### src/rtl/add_result_stage.sv
// Result stage after the carry-lookahead adder: captures sum/cout, derives Z/N/C/V,
// buffers up to two beats (main + skid), and keeps a saturating signed-overflow count.
`timescale 1ns/1ps
module add_result_stage #(
    parameter int unsigned WIDTH = 8,
    parameter int unsigned CNT_W = 8
) (
    input  logic             clk,
    input  logic             rst,
    input  logic             in_valid,
    output logic             in_ready,
    input  logic [0:WIDTH-1] in_sum,
    input  logic             in_cout,
    input  logic             in_a_msb,
    input  logic             in_b_msb,
    output logic             out_valid,
    input  logic             out_ready,
    output logic [0:WIDTH-1] out_result,
    output logic             out_c,
    output logic             out_z,
    output logic             out_n,
    output logic             out_v,
    input  logic             clr_count,
    output logic [CNT_W-1:0] ovf_count
);

    typedef struct packed {
        logic [0:WIDTH-1] sum;
        logic             c;
        logic             z;
        logic             n;
        logic             v;
    } beat_t;

    typedef enum logic [1:0] {
        ST_EMPTY = 2'd0,
        ST_ONE   = 2'd1,
        ST_TWO   = 2'd2
    } state_t;

    state_t           state_q, state_d;
    beat_t            main_q, main_d;
    beat_t            skid_q, skid_d;
    beat_t            in_beat_c;
    logic             in_ready_q, in_ready_d;
    logic             out_valid_q, out_valid_d;
    logic [CNT_W-1:0] cnt_q, cnt_d;
    logic             accept_c;
    logic             produce_c;

    // Flags are derived from the incoming beat and travel with it through the buffer.
    always_comb begin
        in_beat_c.sum = in_sum;
        in_beat_c.c   = in_cout;
        in_beat_c.z   = ~|in_sum;
        in_beat_c.n   = in_sum[WIDTH-1];
        in_beat_c.v   = (in_a_msb == in_b_msb) & (in_sum[WIDTH-1] != in_a_msb);
    end

    assign accept_c  = in_valid & in_ready_q;
    assign produce_c = out_valid_q & out_ready;

    always_comb begin
        state_d = state_q;
        main_d  = main_q;
        skid_d  = skid_q;
        cnt_d   = cnt_q;
        case (state_q)
            ST_EMPTY: begin
                if (accept_c) begin
                    main_d  = in_beat_c;
                    state_d = ST_ONE;
                end
            end
            ST_ONE: begin
                if (accept_c && produce_c) begin
                    main_d = in_beat_c;
                end else if (accept_c) begin
                    skid_d  = in_beat_c;
                    state_d = ST_TWO;
                end else if (produce_c) begin
                    state_d = ST_EMPTY;
                end
            end
            ST_TWO: begin
                if (produce_c) begin
                    main_d  = skid_q;
                    state_d = ST_ONE;
                end
            end
            default: state_d = ST_EMPTY;
        endcase
        // Ready and valid are flopped from the next occupancy, so out_ready never reaches in_ready combinationally.
        in_ready_d  = (state_d != ST_TWO);
        out_valid_d = (state_d != ST_EMPTY);
        if (clr_count) begin
            cnt_d = '0;
        end else if (accept_c && in_beat_c.v && (cnt_q != '1)) begin
            cnt_d = cnt_q + CNT_W'(1);
        end
    end

    always_ff @(posedge clk or posedge rst) begin
        if (rst) begin
            state_q     <= ST_EMPTY;
            main_q      <= '0;
            skid_q      <= '0;
            in_ready_q  <= 1'b1;
            out_valid_q <= 1'b0;
            cnt_q       <= '0;
        end else begin
            state_q     <= state_d;
            main_q      <= main_d;
            skid_q      <= skid_d;
            in_ready_q  <= in_ready_d;
            out_valid_q <= out_valid_d;
            cnt_q       <= cnt_d;
        end
    end

    assign in_ready   = in_ready_q;
    assign out_valid  = out_valid_q;
    assign out_result = main_q.sum;
    assign out_c      = main_q.c;
    assign out_z      = main_q.z;
    assign out_n      = main_q.n;
    assign out_v      = main_q.v;
    assign ovf_count  = cnt_q;

endmodule

### config.mk
export PLATFORM = sky130hd
export DESIGN_NAME = add_result_stage
export DESIGN_NICKNAME = d
export VERILOG_FILES = /design/src/rtl/add_result_stage.sv
export SDC_FILE = /design/constraint.sdc
export NUM_CORES = 1
export LEC_CHECK = 0
export ABC_AREA = 1
export CAP_MARGIN = 10
export CORE_ASPECT_RATIO = 0.8
export CORE_UTILIZATION = 46
export CTS_BUF_LIST = sky130_fd_sc_hd__clkbuf_4
export DETAILED_ROUTE_END_ITERATION = 7
export GPL_ROUTABILITY_DRIVEN = 0
export PLACE_DENSITY = 0.87
export SLEW_MARGIN = 10
export SYNTH_ARGS = -nofsm -noshare
export SYNTH_HDL_FRONTEND = slang
export SYNTH_SLANG_ARGS = --single-unit
export TNS_END_PERCENT = 30
### constraint.sdc
create_clock -name clk -period 1.2 [get_ports clk]
set_input_delay 0.18 -clock clk [delete_from_list [all_inputs] [get_ports clk]]
set_output_delay 0.18 -clock clk [all_outputs]
set_load 0.02 [all_outputs]
; Word-level counts from Yosys, hierarchy flattened
; Index checks and enable logic that the tools add are counted.
[word_totals]
input_bits = 16
word_cells = 51
ramBits = 0
latchBits = 0
register_bits = 36
mem_bits_ro = 0
memories = 0
[op_classes]
div_mod_pow = 0
n_shift = 0
n_reduce_logical = 11
eq_ne = 9
mul = 0
order_cmp = 0
bitwise = 4
add_sub_neg = 1
n_mux = 12
[op_table]
columns = operator, count
row1 = 2-to-1 mux 12 bit, 3
row2 = one-hot mux 12 bit (3 select lines), 1
row3 = 2-to-1 mux 8 bit, 2
row4 = 2-to-1 mux 2 bit, 5
row5 = adder 8 x 1 -> 8 bit (second input constant), 1
row6 = inequality test 2 bit (second input constant), 4
row7 = inequality test 8 bit (second input constant), 1
row8 = OR reduction 8 bit, 1
row9 = one-hot mux 2 bit (3 select lines), 1
row10 = AND reduction 4 bit, 1
row11 = nonzero test 2 bit, 2
row12 = bitwise AND 1 bit, 3
row13 = logical AND 1 bit, 3
row14 = AND reduction 3 bit, 1
row15 = nonzero test 3 bit, 1
row16 = == test 2 x 1 -> 1 bit (second input constant), 1
row17 = == test 2 bit (second input constant), 1
row18 = logical NOT 2 bit, 1
row19 = == test 1 bit, 1
row20 = logical NOT 1 bit, 1
row21 = inequality test 1 bit, 1
row22 = inverter 1 bit, 1

; Longest topological paths before layout
; Gate-level depths: netlist of the first run.
[logic_depth]
word_depth = 6
depth_mapped = 9

; Least setup slack after synthesis of the first run
; Ideal clock, no wire load.
[synth_path]
path_type = register to register
from = reg cnt_q[0], in the netlist ovf_count[0]
to = reg cnt_q[1], in the netlist ovf_count[1]
arrival_ps = 1360
required_ps = 1134
path_slack_ps = -226
stages_incl_launch_ff = 9
cell_sequence = dfrtp_1 ha_1 nand2_1 inv_2 nand2_2 nor2_4 nor2_2 nand3_1 nand2_1
[synth_between]
elab_chain_cells = 3
[synth_rtl]
columns = element, line_no
row1 = start: declaration, 47  ; logic [CNT_W-1:0] cnt_q, cnt_d;
row2 = start signal: assignment, 117  ; cnt_q <= cnt_d;
row3 = adder 8 x 1 -> 8 bit / inequality test 8 bit (equally long branches), "99, 98"
row4 = 2-to-1 mux 8 bit / logical AND 1 bit (equally long branches), 98  ; end else if (accept_c && in_beat_c.v && (cnt_q != '1)) begin
row5 = 2-to-1 mux 8 bit / nonzero test 2 bit (equally long branches), n/a
; Parallel ways exist; a longest one is shown, timed or not. The select of a mux whose other input is x is not followed.
; A chain may end at the register's enable or synchronous reset.

; Worst setup path in the final report of the first run
[layout_path]
from = reg in_ready_q, in the netlist in_ready
to = reg main_q (netlist bit out_v)
[layout_between]
elab_chain_cells = 4
[layout_rtl]
columns = element, line_no
row1 = start: declaration, 45  ; logic in_ready_q, in_ready_d;
row2 = start signal: assignment, 115  ; in_ready_q <= in_ready_d;
row3 = bitwise AND 1 bit *, 60  ; assign accept_c = in_valid & in_ready_q;
row4 = logical AND 1 bit, 76  ; if (accept_c && produce_c) begin
row5 = inequality test 2 bit (no source line), n/a
row6 = AND reduction 4 bit (no source line) *, n/a
row7 = end signal: assignment, 113  ; main_q <= main_d;
row8 = end: declaration, 42  ; beat_t main_q, main_d;
; Every way passes the cells marked *; elsewhere a longest branch is shown, timed or not.

==> out/metrics.cfg, run 1 <==
[synth]
synthTopCellsByCount = nand2_1, dfrtp_1, inv_1
synthFlopType = dfrtp_1
synth_adder_area_share_pct = 0.7342
synthTopCellsByArea = dfrtp_1, nand2_1, nand3_1
seq_area_frac_synth_pct = 50.00
synth_xor_area_share_pct = 0.5140
yosysUniqueCellTypes = 23
synth_area_um2 = 1704
syn_inst = 221
synth_top_family_by_area = simple AND/OR/NAND/NOR gates
async_flop_share_pct = 100.0
synth_nets = 238
postSynthAreaPerCell_um2 = 7.711
yosysTopAreaCellShare_pct = 48.46
ys_warn_count = 0
ys_ff_latch = 34
synth-compound-area-share_pct = 10.43
synth_mux_area_share_pct = 0
synthSimpleGateAreaFrac_pct = 29.00
synth_top_cell_by_area = dfrtp_1
yosysMostFrequentCell = nand2_1
synth-edff-count = 0

[grt]
grt_usage_pct = 22.89
grt_pass1_wl_um = 6996
overflow = 0
antenna_found_initial = 0
first_global_vias = 1491
grt_start_max_net_pins = 23

[sta]
final.period_utilization_pct = 117.6
timing.final.ws_setup_ns = -0.2110
hold_violations = 0
fin_worst_skew_ns = 0.01205
slew_headroom_pct = 56.01
max_freq_mhz = 708.7
setup_violations = 35
layout_min_cycle_time_ns = 1.411
rsz0062_at_grt = yes
worstMarginPinSlew_ns = 0.6591
slew_viol_final = 0

[critical_path]
critPathKind = flip-flop to flip-flop
critPathLaunchType = flip-flop
rr_worst_depth = 7
end_kind = flip-flop
cp_max_fo = 22
cp_data_arrival_time_ns = 1.64
critical_path_required_ns = 1.42

[finish]
nets = 302
finalInstanceArea_um2 = 2476
antenna_cells = 0
area_growth_syn_to_layout_pct = 45.30
drive_gt1_share_pct = 38.38

[floorplan]
boundaryPins = 38
rows = 19
initial_core_util_pct = 48.76
die_area_um2 = 3954
die_w_um = 70.05
die_y_um = 56.44
core_area_um2 = 3495

[cts]
clk_latency_ns = 0.35
cts_sinks = 34
h-tree-depth = 2
cts_root_buf = clkbuf_4
ctsHoldBuffers = 0
cts.clk_slew.worst_paths_ns = 0.11
cts_buffers = 5
cts_tree = done
clk_path_buf_depth = 2

[routing]
wl_um = 5316
wl_per_cell_um = 16.31
via_count = 1791
ant_nets = 0
routed_via_density = 5.494
first_pass_iters = 5
drtIter0Drc = 173
route.detailed.drc = 0

[power_and_ir_drop]
p_leak_nw = 1.279
ir_worst_vdd_mv = 1.459
p_per_area_nw_per_um2 = 2028
total_power_w = 0.005020

[flow_run]
maxCapViolations = 0

[placement]
hpwl_um = 2905
dp_slack_ns = -0.2980
port-buffer-count = 37
place_area_um2 = 2311

[status]
status = finished with violations
violations = setup timing

[min_path]
min_path_type = input port to async pin

worst max-delay path, stage by stage, from the launching register on:
cell     delay (ns)
dfstp_2        0.56
nand2_4        0.07
nand2_2        0.06
nand2_2        0.07
nor2_4         0.16
inv_6          0.11
nand2_1        0.14
o21ai_1        0.12
area by class of cell:
| cell class | count | area (um^2) |
|---|---|---|
| fillers | 246 | 1018 |
| multi-input cells | 150 | 879.6 |
| flip-flops and latches | 34 | 854.6 |
| repair buffers | 64 | 525.5 |
| inverters | 30 | 122.6 |
| well taps | 42 | 52.55 |
| clock buffers | 5 | 37.54 |
| clock inverters | 1 | 3.754 |
worst paths after layout:
path	start	end	slack, ns
worst max-delay path	in_ready	out_v	-0.21
worst min-delay path	rst	ovf_count[5]	0.06
worst max register to register	in_ready	out_v	-0.21
worst min register to register	skid_q[11]	skid_q[11]	0.51
max in group asynchronous	rst	ovf_count[1]	0.66
min in group clk	in_sum[2]	skid_q[9]	0.44
power by group:
group          total [W]  internal, W  switching (W)  leakage, nW
clock           0.000598     0.000200       0.000397       0.0246
combinational    0.00256      0.00101        0.00155        0.827
sequential       0.00186      0.00157       0.000291        0.428
total            0.00502      0.00278        0.00224         1.28
placed cells by master (no fill, tap or decap), drive strengths merged, types with 2 or more instances in the layout:
cell	synthesis	layout
clkbuf	2	12
a21oi	3	3
nor2	23	23
nand2	64	64
nand3	24	24
inv	30	30
buf	5	41
o21ai	30	30
dfrtp	33	33
clkdlybuf4s50	0	15
nand4	2	2
cells by family after synthesis:
logic type                 count (synthesis)
AOI/OAI and AO/OA                         34
xor gates and xnor gates                   1
adders and majority gates                  1
buffers and inverters                     37
DFF                                       34
and+or+nand+nor                          114
sequential cells by signal, summed over array words and instances, names as in the netlist:
name / cells
out_v: 1
ovf_count: 8
out_c: 1
state_q: 2
out_valid: 1
in_ready: 1
out_result: 8
out_z: 1
skid_q: 11
layer usage:
metal	up-vias	GRT usage [%]	wire, um
met4	0	8.286	279
met2	102	34.75	2467
li1	830	-	-
met3	37	4.668	425
met5	-	0	0
met1	822	32.70	2144
per-stage QoR:
step	instances	hold slack, ns	setup TNS, ns	util [%]
after floorplan	221	0.3207	-2.874	-
after global placement	316	0.4431	-6.438	66.13
after detailed placement	316	0.4373	-7.341	66.13
after CTS	323	0.07691	-2.061	67.92
after global routing	326	0.07246	-5.275	70.86
final	326	0.05837	-3.455	70.86
timing repair:
item                                    in CTS  in global routing
endpoints found under the setup margin      55                 52
resized for setup                           69                 78
cloned                                       0                  2
pin swaps                                    9                  7
setup buffers                                1                  1
Note: power is estimated with default switching activity, not from simulation.
==> run 2: changes to the inputs <==
- CORE_ASPECT_RATIO: 0.8 -> default
- SETUP_SLACK_MARGIN: default -> 0.1
==> run 2 against run 1 <==
The run still ends with setup timing left. Critical path type unchanged. Clock skew shrank 0.0085 ns. Hold slack gained 0.12 ns. Register-to-register slack is essentially flat. Largest power group unchanged. Global-route usage shrank 1.8 points. Sequential share of layout area grew 0.21 points. Critical path depth grew 2.
==> out/metrics.cfg, run 2 (synthesis results as in run 1) <==
[status]
status = finished with violations
violations = setup timing

[floorplan]
die_area_um2 = 3952
rows = 21
die_y_um = 62.87
core_area_um2 = 3442
die_w_um = 62.87
initial_core_util_pct = 49.51
boundaryPins = 38

[grt]
grt_pass1_wl_um = 6520
antenna_found_initial = 0
first_global_vias = 1518
grt_start_max_net_pins = 35
grt_usage_pct = 21.08
grtUsageMet2_pct = 32.39
grt.busiest_layer = met2
overflow = 0
gr-usage-met3_pct = 5.109
met1_usage_pct = 27.25

[cts]
h-tree-depth = 2
ctsHoldBuffers = 0
cts.clk_slew.worst_paths_ns = 0.10
cts_sinks = 34
clk_latency_ns = 0.35
cts_buffers = 5
clk_path_buf_depth = 2
cts_tree = done
cts_root_buf = clkbuf_4

[critical_path]
critPathKind = flip-flop to flip-flop
cp_data_arrival_time_ns = 1.65
cp_max_fo = 8
critical_path_required_ns = 1.43
r2r_slack_ns = -0.22
cp_top_family = simple AND/OR/NAND/NOR gates
cp_cell_sequence = ha_4, nand2_4, inv_4, nand2_4, nor2_4, nor2_4, buf_12, nand3_4, nand2_1
end_kind = flip-flop
max_stage_delay_ns = 0.43
crit_slowest_cell = dfrtp_2
critPathLaunchType = flip-flop
reg2reg_to = ovf_count[2]
reg2reg_from = ovf_count[1]
cp_num_buf_inv = 2
rr_worst_depth = 9

[placement]
hpwl_um = 2765
place_inst = 319
place_area_um2 = 2308
port-buffer-count = 37

[routing]
wl_per_cell_um = 13.60
first_pass_iters = 4
ant_nets = 0
wl_um = 4502
route.detailed.drc = 0
routed_via_density = 5.094
drtIter0Drc = 146
via_count = 1686

[finish]
antenna_cells = 0
final_common_cell = nand2_1
final_cell_mix = nand2_1, dfrtp_1, o21ai_1
nets = 301
drive_gt1_share_pct = 32.63
max_flop_register = skid_q
finalInstanceArea_um2 = 2461
largest_reg_flops = 11
fin_cells = 331
area_growth_syn_to_layout_pct = 44.42

[sta]
slew_headroom_pct = 54.57
fin_worst_skew_ns = 0.003588
fin_hold_ws_ns = 0.1738
setup_violations = 33
rsz0062_at_grt = yes
worstMarginPinSlew_ns = 0.6806
slew_viol_final = 0
max_freq_mhz = 702.7
final.period_utilization_pct = 118.6
timing.final.ws_setup_ns = -0.2232
layout_min_cycle_time_ns = 1.423
hold_violations = 0

[power_and_ir_drop]
power.share.switching_pct = 42.44
power.share.combinational_pct = 47.0
clkPwrFrac_pct = 13.8
p_switching_w = 0.001962
p_int_w = 0.002662
ir_worst_vdd_mv = 0.9556
seqPwrFrac_pct = 39.3
p_leak_nw = 1.272
p_per_area_nw_per_um2 = 1879

[flow_run]
maxCapViolations = 0

[min_path]
min_path_type = input port to async pin

## run 2: changes by cell type in the layout (fill, tap and decap cells not counted), moves of 5 or more
| cell | previous run | this run |
|---|---|---|
| clkbuf_2 | 7 | 0 |
| buf_4 | 17 | 22 |
| o21ai_2 | 7 | 0 |
| nand2_1 | 47 | 57 |
| nand2_2 | 12 | 3 |
| o21ai_1 | 22 | 27 |
## run 2: area by class of cell
type                    count  area [um^2]
repair buffers             63        556.8
multi-input cells         150        818.3
flip-flops and latches     34        854.6
fillers                   248        980.9
inverters                  30        120.1
clock buffers               6        45.04
well taps                  46        57.56
clock inverters             2        8.758
## run 2: repair_timing
item                       CTS  global route
setup endpoints to repair   55            54
pin swaps                    4            13
resized for setup           98            45
setup buffers                1             3
## run 2: tightest hold or removal path: stages
cell and delay [ns]:
clkdlybuf4s50_1 0.39, inv_1 0.10, buf_12 0.22
## run 2: per-layer routing
| metal | part of all wire, % | vias to the layer above |
|---|---|---|
| li1 | - | 830 |
| met1 | 42 | 776 |
| met2 | 49 | 65 |
| met3 | 5.2 | 15 |
| met4 | 3.4 | 0 |
| met5 | 0 | - |
## run 2: worst max-delay path by stage
| stage | startpoint | end | slack, ns | cells after the start |
|---|---|---|---|---|
| CTS | ovf_count[1] | ovf_count[0] | -0.11 | 8 |
| global route | in_ready | out_z | -0.28 | 7 |
| detailed placement | in_sum[7] | ovf_count[1] | -0.29 | 9 |
| global placement | in_sum[7] | ovf_count[2] | -0.22 | 9 |
| floorplan | in_ready | skid_q[2] | -0.11 | 5 |
| finish | ovf_count[1] | ovf_count[2] | -0.22 | 9 |
## run 2: metrics by stage
step / setup TNS, ns / util [%] / worst slack (ns) / total power (W)
5_1_grt: -5.606 / 71.50 / -0.2811 / 0.004943
2_1_floorplan: -2.874 / - / -0.1128 / 0.003119
3_3_place_gp: -6.499 / 67.07 / -0.2203 / 0.003852
3_5_place_dp: -7.225 / 67.07 / -0.2884 / 0.003917
4_1_cts: -2.316 / 66.48 / -0.1070 / 0.004376
6_report: -3.126 / 71.50 / -0.2232 / 0.004624
## run 2: power by group through the flow
stage	Sequential [W]	Combinational [W]	Clock (W)
after global routing	0.00185	0.00239	0.000703
after CTS	0.00179	0.00195	0.000633
after global placement	0.00181	0.00205	0
after floorplan	0.00205	0.00106	0
final	0.00182	0.00217	0.000636
after detailed placement	0.00182	0.00210	0
